<file path="config.mk">
export PLATFORM = sky130hd
export DESIGN_NAME = shift_issue_stage
export DESIGN_NICKNAME = d
export VERILOG_FILES = /design/src/rtl/shift_issue_stage_pkg.sv /design/src/rtl/shift_issue_stage_skid_buf.sv /design/src/rtl/shift_issue_stage.sv
export SDC_FILE = /design/constraint.sdc
export NUM_CORES = 1
export LEC_CHECK = 0
export CORE_MARGIN = 2
export CORE_UTILIZATION = 49
export DETAILED_ROUTE_END_ITERATION = 10
export PLACE_DENSITY_LB_ADDON = 0.12
export SLEW_MARGIN = 0
export SYNTH_ARGS = -nofsm -noshare
export SYNTH_HDL_FRONTEND = slang
export SYNTH_SLANG_ARGS = --single-unit
</file>
<file path="constraint.sdc">
create_clock -name clk -period 2.56 [get_ports clk]
set_clock_uncertainty 0.1 [all_clocks]
set_input_delay 0.512 -clock clk [delete_from_list [all_inputs] [get_ports clk]]
set_output_delay 0.512 -clock clk [all_outputs]
set_load 0.01 [all_outputs]
</file>
<file path="src/rtl/shift_issue_stage_pkg.sv">
// Shared definitions for the shift issue stage: opcode encodings, shifter control
// encodings, skid depth and the opcode decoder.
package shift_issue_stage_pkg;

  localparam int unsigned SKID_DEPTH = 2;

  localparam logic DIR_LEFT  = 1'b0;
  localparam logic DIR_RIGHT = 1'b1;

  typedef enum logic [2:0] {
    OP_SHLL  = 3'b000,
    OP_SHRL  = 3'b001,
    OP_SHRA  = 3'b010,
    OP_SHLLV = 3'b011,
    OP_SHRLV = 3'b100,
    OP_SHRAV = 3'b101
  } shift_op_e;

  typedef struct packed {
    logic right;
    logic arith;
    logic var_amt;
    logic illegal;
  } shift_ctl_t;

  function automatic shift_ctl_t decode_op(input logic [2:0] op);
    shift_ctl_t c;
    c = '0;
    c.right = DIR_LEFT;
    case (op)
      OP_SHLL:  c.right = DIR_LEFT;
      OP_SHRL:  c.right = DIR_RIGHT;
      OP_SHRA:  begin c.right = DIR_RIGHT; c.arith = 1'b1; end
      OP_SHLLV: c.var_amt = 1'b1;
      OP_SHRLV: begin c.right = DIR_RIGHT; c.var_amt = 1'b1; end
      OP_SHRAV: begin c.right = DIR_RIGHT; c.arith = 1'b1; c.var_amt = 1'b1; end
      default:  c.illegal = 1'b1;
    endcase
    return c;
  endfunction

endpackage

</file>
<file path="src/rtl/shift_issue_stage_skid_buf.sv">
// Two-entry result FIFO between the shifter and writeback; full flag is registered
// so the upstream ready never depends on the downstream ready.
module shift_skid_buf
  import shift_issue_stage_pkg::*;
#(
  parameter int unsigned DW = 40
) (
  input  logic          clk,
  input  logic          rst_n,
  input  logic          flush,
  input  logic          push_valid,
  output logic          push_ready,
  input  logic [DW-1:0] push_data,
  output logic          pop_valid,
  input  logic          pop_ready,
  output logic [DW-1:0] pop_data
);

  logic [DW-1:0] mem_q [SKID_DEPTH];
  logic          wr_ptr_q;
  logic          rd_ptr_q;
  logic [1:0]    count_q;
  logic [1:0]    count_d;
  logic          full_q;
  logic          push;
  logic          pop;

  assign push_ready = !full_q;
  assign pop_valid  = (count_q != '0);
  assign pop_data   = mem_q[rd_ptr_q];
  assign push       = push_valid && !full_q;
  assign pop        = pop_valid && pop_ready;

  always_comb begin
    count_d = count_q;
    case ({push, pop})
      2'b10:   count_d = count_q + 2'd1;
      2'b01:   count_d = count_q - 2'd1;
      default: count_d = count_q;
    endcase
    if (flush) count_d = '0;
  end

  always_ff @(posedge clk or negedge rst_n) begin
    if (!rst_n) begin
      for (int unsigned i = 0; i < SKID_DEPTH; i++) mem_q[i] <= '0;
      wr_ptr_q <= 1'b0;
      rd_ptr_q <= 1'b0;
      count_q  <= '0;
      full_q   <= 1'b0;
    end else begin
      count_q <= count_d;
      full_q  <= (count_d == 2'(SKID_DEPTH));
      if (flush) begin
        wr_ptr_q <= 1'b0;
        rd_ptr_q <= 1'b0;
      end else begin
        if (push) begin
          mem_q[wr_ptr_q] <= push_data;
          wr_ptr_q        <= ~wr_ptr_q;
        end
        if (pop) rd_ptr_q <= ~rd_ptr_q;
      end
    end
  end

endmodule

</file>
<file path="src/rtl/shift_issue_stage.sv">
// Shift unit execute front end: decodes and registers operands (stage A), drives the
// external barrel shifter, and queues results in a 2-entry skid buffer.
module shift_issue_stage
  import shift_issue_stage_pkg::*;
#(
  parameter int unsigned W    = 32,
  parameter int unsigned RD_W = 5
) (
  input  logic            clk,
  input  logic            rst_n,
  input  logic            flush,
  input  logic            in_valid,
  output logic            in_ready,
  input  logic [2:0]      in_op,
  input  logic [W-1:0]    in_rs_val,
  input  logic [W-1:0]    in_rt_val,
  input  logic [4:0]      in_shamt,
  input  logic [RD_W-1:0] in_rd,
  output logic [W-1:0]    sh_op1,
  output logic [W-1:0]    sh_op2,
  output logic            sh_dir,
  output logic            sh_arith,
  input  logic [W-1:0]    sh_result,
  output logic            out_valid,
  input  logic            out_ready,
  output logic [W-1:0]    out_result,
  output logic [RD_W-1:0] out_rd,
  output logic            out_zero,
  output logic            out_sign,
  output logic            out_err
);

  localparam int unsigned ENT_W = W + RD_W + 3;

  shift_ctl_t      ctl;
  logic            a_valid_q;
  logic            a_valid_d;
  logic [RD_W-1:0] a_rd_q;
  logic            a_err_q;
  logic [W-1:0]    op1_q;
  logic [W-1:0]    op2_q;
  logic            dir_q;
  logic            arith_q;
  logic            skid_ready;
  logic            accept;
  logic            advance;
  logic [W-1:0]    res_a;
  logic [ENT_W-1:0] push_data;
  logic [ENT_W-1:0] pop_data;

  assign ctl      = decode_op(in_op);
  assign in_ready = !a_valid_q || skid_ready;
  assign accept   = in_valid && in_ready && !flush;
  assign advance  = a_valid_q && skid_ready;

  always_comb begin
    a_valid_d = a_valid_q;
    if (advance) a_valid_d = 1'b0;
    if (accept)  a_valid_d = 1'b1;
    if (flush)   a_valid_d = 1'b0;
  end

  always_ff @(posedge clk or negedge rst_n) begin
    if (!rst_n) begin
      a_valid_q <= 1'b0;
      a_rd_q    <= '0;
      a_err_q   <= 1'b0;
      op1_q     <= '0;
      op2_q     <= '0;
      dir_q     <= DIR_LEFT;
      arith_q   <= 1'b0;
    end else begin
      a_valid_q <= a_valid_d;
      if (accept) begin
        a_rd_q  <= in_rd;
        a_err_q <= ctl.illegal;
        op1_q   <= in_rt_val;
        op2_q   <= ctl.var_amt ? in_rs_val : {{(W-5){1'b0}}, in_shamt};
        dir_q   <= ctl.right;
        arith_q <= ctl.arith;
      end
    end
  end

  assign sh_op1   = op1_q;
  assign sh_op2   = op2_q;
  assign sh_dir   = dir_q;
  assign sh_arith = arith_q;

  // Illegal ops ignore the shifter entirely and force a zero result.
  assign res_a     = a_err_q ? '0 : sh_result;
  assign push_data = {res_a, a_rd_q, (res_a == '0), res_a[W-1], a_err_q};

  shift_skid_buf #(
    .DW(ENT_W)
  ) u_skid (
    .clk        (clk),
    .rst_n      (rst_n),
    .flush      (flush),
    .push_valid (a_valid_q),
    .push_ready (skid_ready),
    .push_data  (push_data),
    .pop_valid  (out_valid),
    .pop_ready  (out_ready),
    .pop_data   (pop_data)
  );

  assign {out_result, out_rd, out_zero, out_sign, out_err} = pop_data;

endmodule

</file>
==> run metrics, run 1 <==
launch instance of the worst register-to-register path=u_skid.count_q[0]$_DFF_PN0_; PD cells=just over 900 mW/mm^2; CTS H-tree lvls=4; vias after detailed routing=around 5,500; first-pass GRT wire length=28.43 mm; Net count, final=1,002; library cell contributing the largest single delay on the critical path=sky130_fd_sc_hd__clkdlybuf4s50_1; pin slew with the least headroom to its limit=approximately 900 ps; post-synthesis cell count=670; global-route total usage across every layer=0.2515; pin count of the biggest net entering global routing=67; y dimension of the die=approximately 120 um; vias in the first global route=5,769; delay of the slowest cell on the worst path=490 ps; pins over their slew limit=0; leakage power=4.439 nW; type of the worst min-delay path=flop to flop; Endpoint, Worst Hold=sh_op1[16]$_DFFE_PN0P_; setup slack of the critical path after layout=36.63 ps; aggregate routed wire length=17.41 mm; run status=finished clean; half-perimeter wire length of the detailed placement result=12.06 mm; I/O pin count=222; input/output buffers=221; vias per cell=5.075; area of the mapped netlist=0.006625 mm^2; mean routed wirelength per cell=~16 um; Syn-to-layout area delta=46.27%; worst-case reg-to-reg path depth=7; cells taking the most area after synthesis=sky130_fd_sc_hd__dfrtp_1 59%, sky130_fd_sc_hd__nand2_1 13%, sky130_fd_sc_hd__mux2_2 8.0%; clock network latency to the later pin of the worst-skew pair=420 ps; leading register cell type out of synthesis=sky130_fd_sc_hd__dfrtp_1; number of warning messages in the yosys log=0; number of setup violations in the final report=0; DRC violations left=0; maximum clock frequency=a little under 0.4 GHz; type of element launching the critical path=flop; Critical R2R Capture=u_skid.full_q$_DFF_PN0_; number of search-and-repair iterations in the first detailed-routing pass=4; synthesized area per cell=9.888 um^2; Std-Cell Core Area=about 0.013 mm^2; Row Count=42; final critical delay including setup and external delays=2523 ps; share of the yosys chip area belonging to registers=0.5892; Crit path arrival time=1910 ps; count of max-cap constraint violations=0; fraction of synthesis flops using an asynchronous set or reset pin=1.000; area post-placement=0.009123 mm^2; maximum buffer depth of the clock tree=2; register-to-register setup slack=660 ps; clock-pin slew of the registers on the worst-case setup and hold paths=60 ps; minimum setup slack after placement=226.7 ps; register bit count reported by yosys=156; crit path kind=flop to output port; number of flops mapped to enable cells by yosys=0; Iteration-0 DRC Markers=355; leading cell types in the layout, fill and taps excluded=238 x sky130_fd_sc_hd__nand2_1, 218 x sky130_fd_sc_hd__clkdlybuf4s50_1, 155 x sky130_fd_sc_hd__dfrtp_1; CP Cell Sequence=buf_12, mux2_2, clkdlybuf4s50_1; largest fanout of any net on the critical path=31; leading cell type in the layout, fill and taps excluded=sky130_fd_sc_hd__nand2_1; fraction of layout instances using a drive strength above 1=0.1203; post-route total power=9.016 mW; Final Cycle Share=0.9857; Critical Path RT=1950 ps; final hold violation count=0; Netlist cell types=31; library cell used as clock root buffer=sky130_fd_sc_hd__clkbuf_16; Die Width=120.3 um; post-route non-filler standard cell count=roughly 1,100; most area-hungry cell type in the Yosys netlist=sky130_fd_sc_hd__dfrtp_1; CTS buffer count=17; initial core utilization=0.5003; maximum resistive drop on vdd=approximately 0.00046 V; Final GP Congestion=0.7594; Slew HR=0.3999; Net Count, Synth=roughly 790; residual antenna-violating net count after detailed routing=0; full die area=0.01447 mm^2; TritonCTS Sinks=between 150 and 200; leftover overflow at the end of global routing=0; number of antenna violations at the first check in global routing=0; number of placed instances with taps included=between 1,000 and 1,500; post-route standard cell area excluding fillers=between 0.009 and 0.01 mm^2; CTS tree=yes; timing startpoint of the critical path=u_skid.rd_ptr_q$_DFFE_PN0P_; count of antenna diodes in the layout=0; critical hold path startpoint=sh_op1[16]$_DFFE_PN0P_; kind of end point of the critical path=output port; share of the synthesized area in the top cell type=0.5892; Worst Hold Depth=2; number of inserted filler cells in the final layout=1,001
what timing repair did:
action | in CTS | in global routing
gates resized for setup | 0 | 2
buffers inserted | 0 | 0
endpoints found under the hold margin | 34 | 0
setup endpoints to repair | 0 | 2
hold buffers | 1 | 0
critical path: cells and delay by family (launching register included):
kind	cells	cell delay (ps)
flops	1	380
buf+inv	2	700
mux	1	390
per-stage QoR:
step	setup TNS, ps	hold slack, ps	utilization
floorplan	0	116.4	-
global placement	0	333.3	0.6889
detailed placement	0	343.6	0.6889
CTS	0	375.5	0.7314
global route	-3.387	390.3	0.7318
finish	0	370.5	0.7318
cell families after synthesis:
| family | Yosys count | share of synthesized area |
|---|---|---|
| flops | 156 | 0.5892 |
| compound gates | 102 | 0.07819 |
| buf+inv | 44 | 0.03059 |
| xor+xnor | 6 | 0.007933 |
| fa+ha+maj | 1 | 0.001888 |
| simple gates | 305 | 0.1957 |
| mux | 56 | 0.09651 |
layer usage:
layer,GRT usage,vias up,share of wire
met5,0,-,0
met4,0.1061,0,0.025
met3,0.08821,33,0.084
met2,0.4105,187,0.49
met1,0.3045,2616,0.40
li1,-,2615,-
synth_stat cells, drive strengths merged, types with 3 or more instances:
master and n:
clkbuf 25, nand2b 33, o21ai 97, mux2i 5, nor2 11, nor2b 4, xor2 3, buf 19
mux2 51, nor4 8, xnor2 3, nand2 238, a21oi 4, dfrtp 156
sequential cells by signal, summed over array words and instances (netlist names):
register / flops
sh_dir: 1
a_rd_q: 5
u_skid.count_q: 2
u_skid.mem_q: 78
sh_op2: 32
sh_arith: 1
sh_op1: 32
u_skid.wr_ptr_q: 1
u_skid.rd_ptr_q: 1
a_err_q: 1
a_valid_q: 1
u_skid.full_q: 1
how the worst max path moves through the flow:
stage,to,slack [ps],depth (start not counted)
2_1_floorplan,out_result[31],700,3
3_3_place_gp,u_skid.mem_q[75]$_DFFE_PN0P_,250,5
3_5_place_dp,u_skid.mem_q[75]$_DFFE_PN0P_,230,5
4_1_cts,out_err,20,3
5_1_grt,out_result[10],-3,3
6_report,out_err,40,3
power breakdown:
part / switching, mW / internal [mW] / total (mW)
Combinational: 1.30 / 1.80 / 3.11
Clock: 0.945 / 1.42 / 2.37
Sequential: 0.392 / 3.15 / 3.54
layout make-up:
cell class                      count  area (um^2)  area share
Sequential cell                   156         3905      0.4030
Multi-Input combinational cell    470         2521      0.2602
Timing Repair Buffer              242         2491      0.2571
Clock buffer                       23        488.0     0.05036
Tap cell                          176        220.2     0.02272
Clock inverter                      7        65.06    0.006714
Power figures use the tool's default switching activity.
==> run 2, diff against run 1 <==
--- a/config.mk
+++ b/config.mk
@@ -5,8 +5,9 @@
 export SDC_FILE = /design/constraint.sdc
 export NUM_CORES = 1
 export LEC_CHECK = 0
-export CORE_MARGIN = 2
+export CORE_MARGIN = 1.5
 export CORE_UTILIZATION = 49
+export CTS_CLUSTER_SIZE = 20
 export DETAILED_ROUTE_END_ITERATION = 10
 export PLACE_DENSITY_LB_ADDON = 0.12
 export SLEW_MARGIN = 0
==> run 2 against run 1 <==
Compared with the run above:
- worst hold slack better by 6.2 ps
- critical path type unchanged
- first-iteration DRC count fell by 15%
- final area rose by 1.3%
- worst setup slack better by 10 ps
- cell count grew 0.47%
==> run metrics, run 2 (synthesis gave the netlist of run 1 again) <==
Final GP Congestion=0.8051; type of the worst min-delay path=flop to flop; type of element launching the critical path=flop; pins over their slew limit=0; pin count of the biggest net entering global routing=between 60 and 70; vias after detailed routing=5,470; register containing the most flip-flops in the final layout=u_skid.mem_q; fraction of layout instances using a drive strength above 1=0.1251; run status=finished clean; Crit path arrival time=1900 ps; kind of end point of the critical path=output port; leading cell type in the layout, fill and taps excluded=sky130_fd_sc_hd__nand2_1; Worst Hold Depth=2; post-route total power=9.326 mW; number of setup violations in the final report=0; mean routed wirelength per cell=between 15 and 20 um; vias per cell=5.070; maximum resistive drop on vdd=0.0004355 V; number of antenna violations at the first check in global routing=0; leftover overflow at the end of global routing=0; CTS tree=yes; clock network latency to the later pin of the worst-skew pair=about 420 ps; Worst Path Buf+Inv=2; Std-Cell Core Area=about 0.013 mm^2; gate family responsible for the most delay along the worst path=buffers and inverters; largest fanout of any net on the critical path=15; aggregate routed wire length=17.48 mm; count of max-cap constraint violations=0; library cell contributing the largest single delay on the critical path=sky130_fd_sc_hd__dfrtp_2; number of search-and-repair iterations in the first detailed-routing pass=4; register-to-register setup slack=600 ps; library cell used as clock root buffer=sky130_fd_sc_hd__clkbuf_16; launch instance of the worst register-to-register path=u_skid.full_q$_DFF_PN0_; critical hold path startpoint=sh_op1[9]$_DFFE_PN0P_; maximum clock frequency=0.3979 GHz; CTS H-tree lvls=4; final hold violation count=0; Syn-to-layout area delta=48.20%; Final Cycle Share=0.9817; residual antenna-violating net count after detailed routing=0; CTS buffer count=17; maximum buffer depth of the clock tree=2; initial core utilization=0.5003; count of antenna diodes in the layout=0; global-route total usage across every layer=0.2578; half-perimeter wire length of the detailed placement result=~12 mm; input/output buffers=221; I/O pin count=222; pin slew with the least headroom to its limit=974.8 ps; clock-pin slew of the registers on the worst-case setup and hold paths=60 ps; worst-case reg-to-reg path depth=4; Critical R2R Capture=u_skid.mem_q[38]$_DFFE_PN0P_; final critical delay including setup and external delays=2513 ps; number of inserted filler cells in the final layout=between 900 and 1,000; sum of negative setup slack=0 ps; CP Cell Sequence=buf_12, mux2_2, clkdlybuf4s50_1; crit path kind=flop to output port; delay of the slowest cell on the worst path=470 ps; Die Width=119.3 um; vias in the first global route=5,726; y dimension of the die=119.3 um; area post-placement=0.009130 mm^2; PD cells=949.9 mW/mm^2; leakage power=4.623 nW; leading cell types in the layout, fill and taps excluded=238 x sky130_fd_sc_hd__nand2_1, 207 x sky130_fd_sc_hd__clkdlybuf4s50_1, 155 x sky130_fd_sc_hd__dfrtp_1; DRC violations left=0; final design utilization=0.7414; Row Count=42; post-route standard cell area excluding fillers=0.009818 mm^2; Iteration-0 DRC Markers=300; Critical Path RT=1950 ps; flip-flop count of the largest register, all copies and words added=78; Endpoint, Worst Hold=sh_op1[9]$_DFFE_PN0P_; first-pass GRT wire length=28.51 mm; full die area=0.01423 mm^2; Slew HR=0.3501; Net count, final=1,005; TritonCTS Sinks=156
-- run 2: changes by cell type in the layout (fill, tap and decap cells not counted), sizes merged --
cell	change
clkdlybuf4s50	-11
dlymetal6s2s	+11
buf	+3
bufinv	+3
clkbuf	-2
clkinvlp	+1
-- run 2: per-stage QoR --
step / hold WS, ps / setup WS (ps) / instances
CTS: 380.2 / 3.694 / 1078
finish: 376.6 / 46.88 / 1079
detailed placement: 361.5 / 150.4 / 1044
global placement: 355.7 / 220.5 / 1044
global route: 390.1 / -6.076 / 1079
floorplan: 116.4 / 695.7 / 670
-- run 2: tightest hold or removal path, stage by stage, from the launching register on --
cell                      delay [ps]
sky130_fd_sc_hd__dfrtp_1         350
sky130_fd_sc_hd__nand2_1          50
sky130_fd_sc_hd__nand2_1          50
-- run 2: metal layers --
| layer | GRT usage | vias up | part of all wire |
|---|---|---|---|
| met5 | 0 | - | 0 |
| met1 | 0.3027 | 2644 | 0.40 |
| met3 | 0.08285 | 27 | 0.074 |
| met2 | 0.4386 | 174 | 0.50 |
| met4 | 0.1032 | 0 | 0.020 |
| li1 | - | 2625 | - |
-- run 2: area by class of cell --
type                       count  area, um^2  share of cell area
sequential                   156        3905              0.3977
clock buffer                  21       460.4             0.04690
clock inverter                11       166.4             0.01695
multi-input combinational    470        2521              0.2568
timing repair buffer         245        2545              0.2592
tap                          176       220.2             0.02243
-- run 2: where the power goes --
group          total [mW]  switching (mW)  internal, mW
clock network        2.66           0.982          1.68
logic                3.11            1.30          1.81
registers            3.56           0.407          3.15
total                9.33            2.69          6.64
-- run 2: what timing repair did --
| item | CTS | global route |
|---|---|---|
| buffers inserted | 1 | 1 |
| hold endpoints to repair | 55 | 0 |
| hold buffers | 1 | 0 |
| resized for setup | 1 | 13 |
| setup endpoints to repair | 36 | 23 |
-- run 2: worst max-delay path by stage --
| stage | from | end | depth (start not counted) |
|---|---|---|---|
| floorplan | u_skid.rd_ptr_q$_DFFE_PN0P_ | out_result[31] | 3 |
| global placement | flush | u_skid.mem_q[55]$_DFFE_PN0P_ | 5 |
| detailed placement | flush | u_skid.mem_q[38]$_DFFE_PN0P_ | 4 |
| CTS | u_skid.rd_ptr_q$_DFFE_PN0P_ | out_sign | 3 |
| global route | u_skid.rd_ptr_q$_DFFE_PN0P_ | out_result[23] | 3 |
| finish | u_skid.rd_ptr_q$_DFFE_PN0P_ | out_result[8] | 3 |
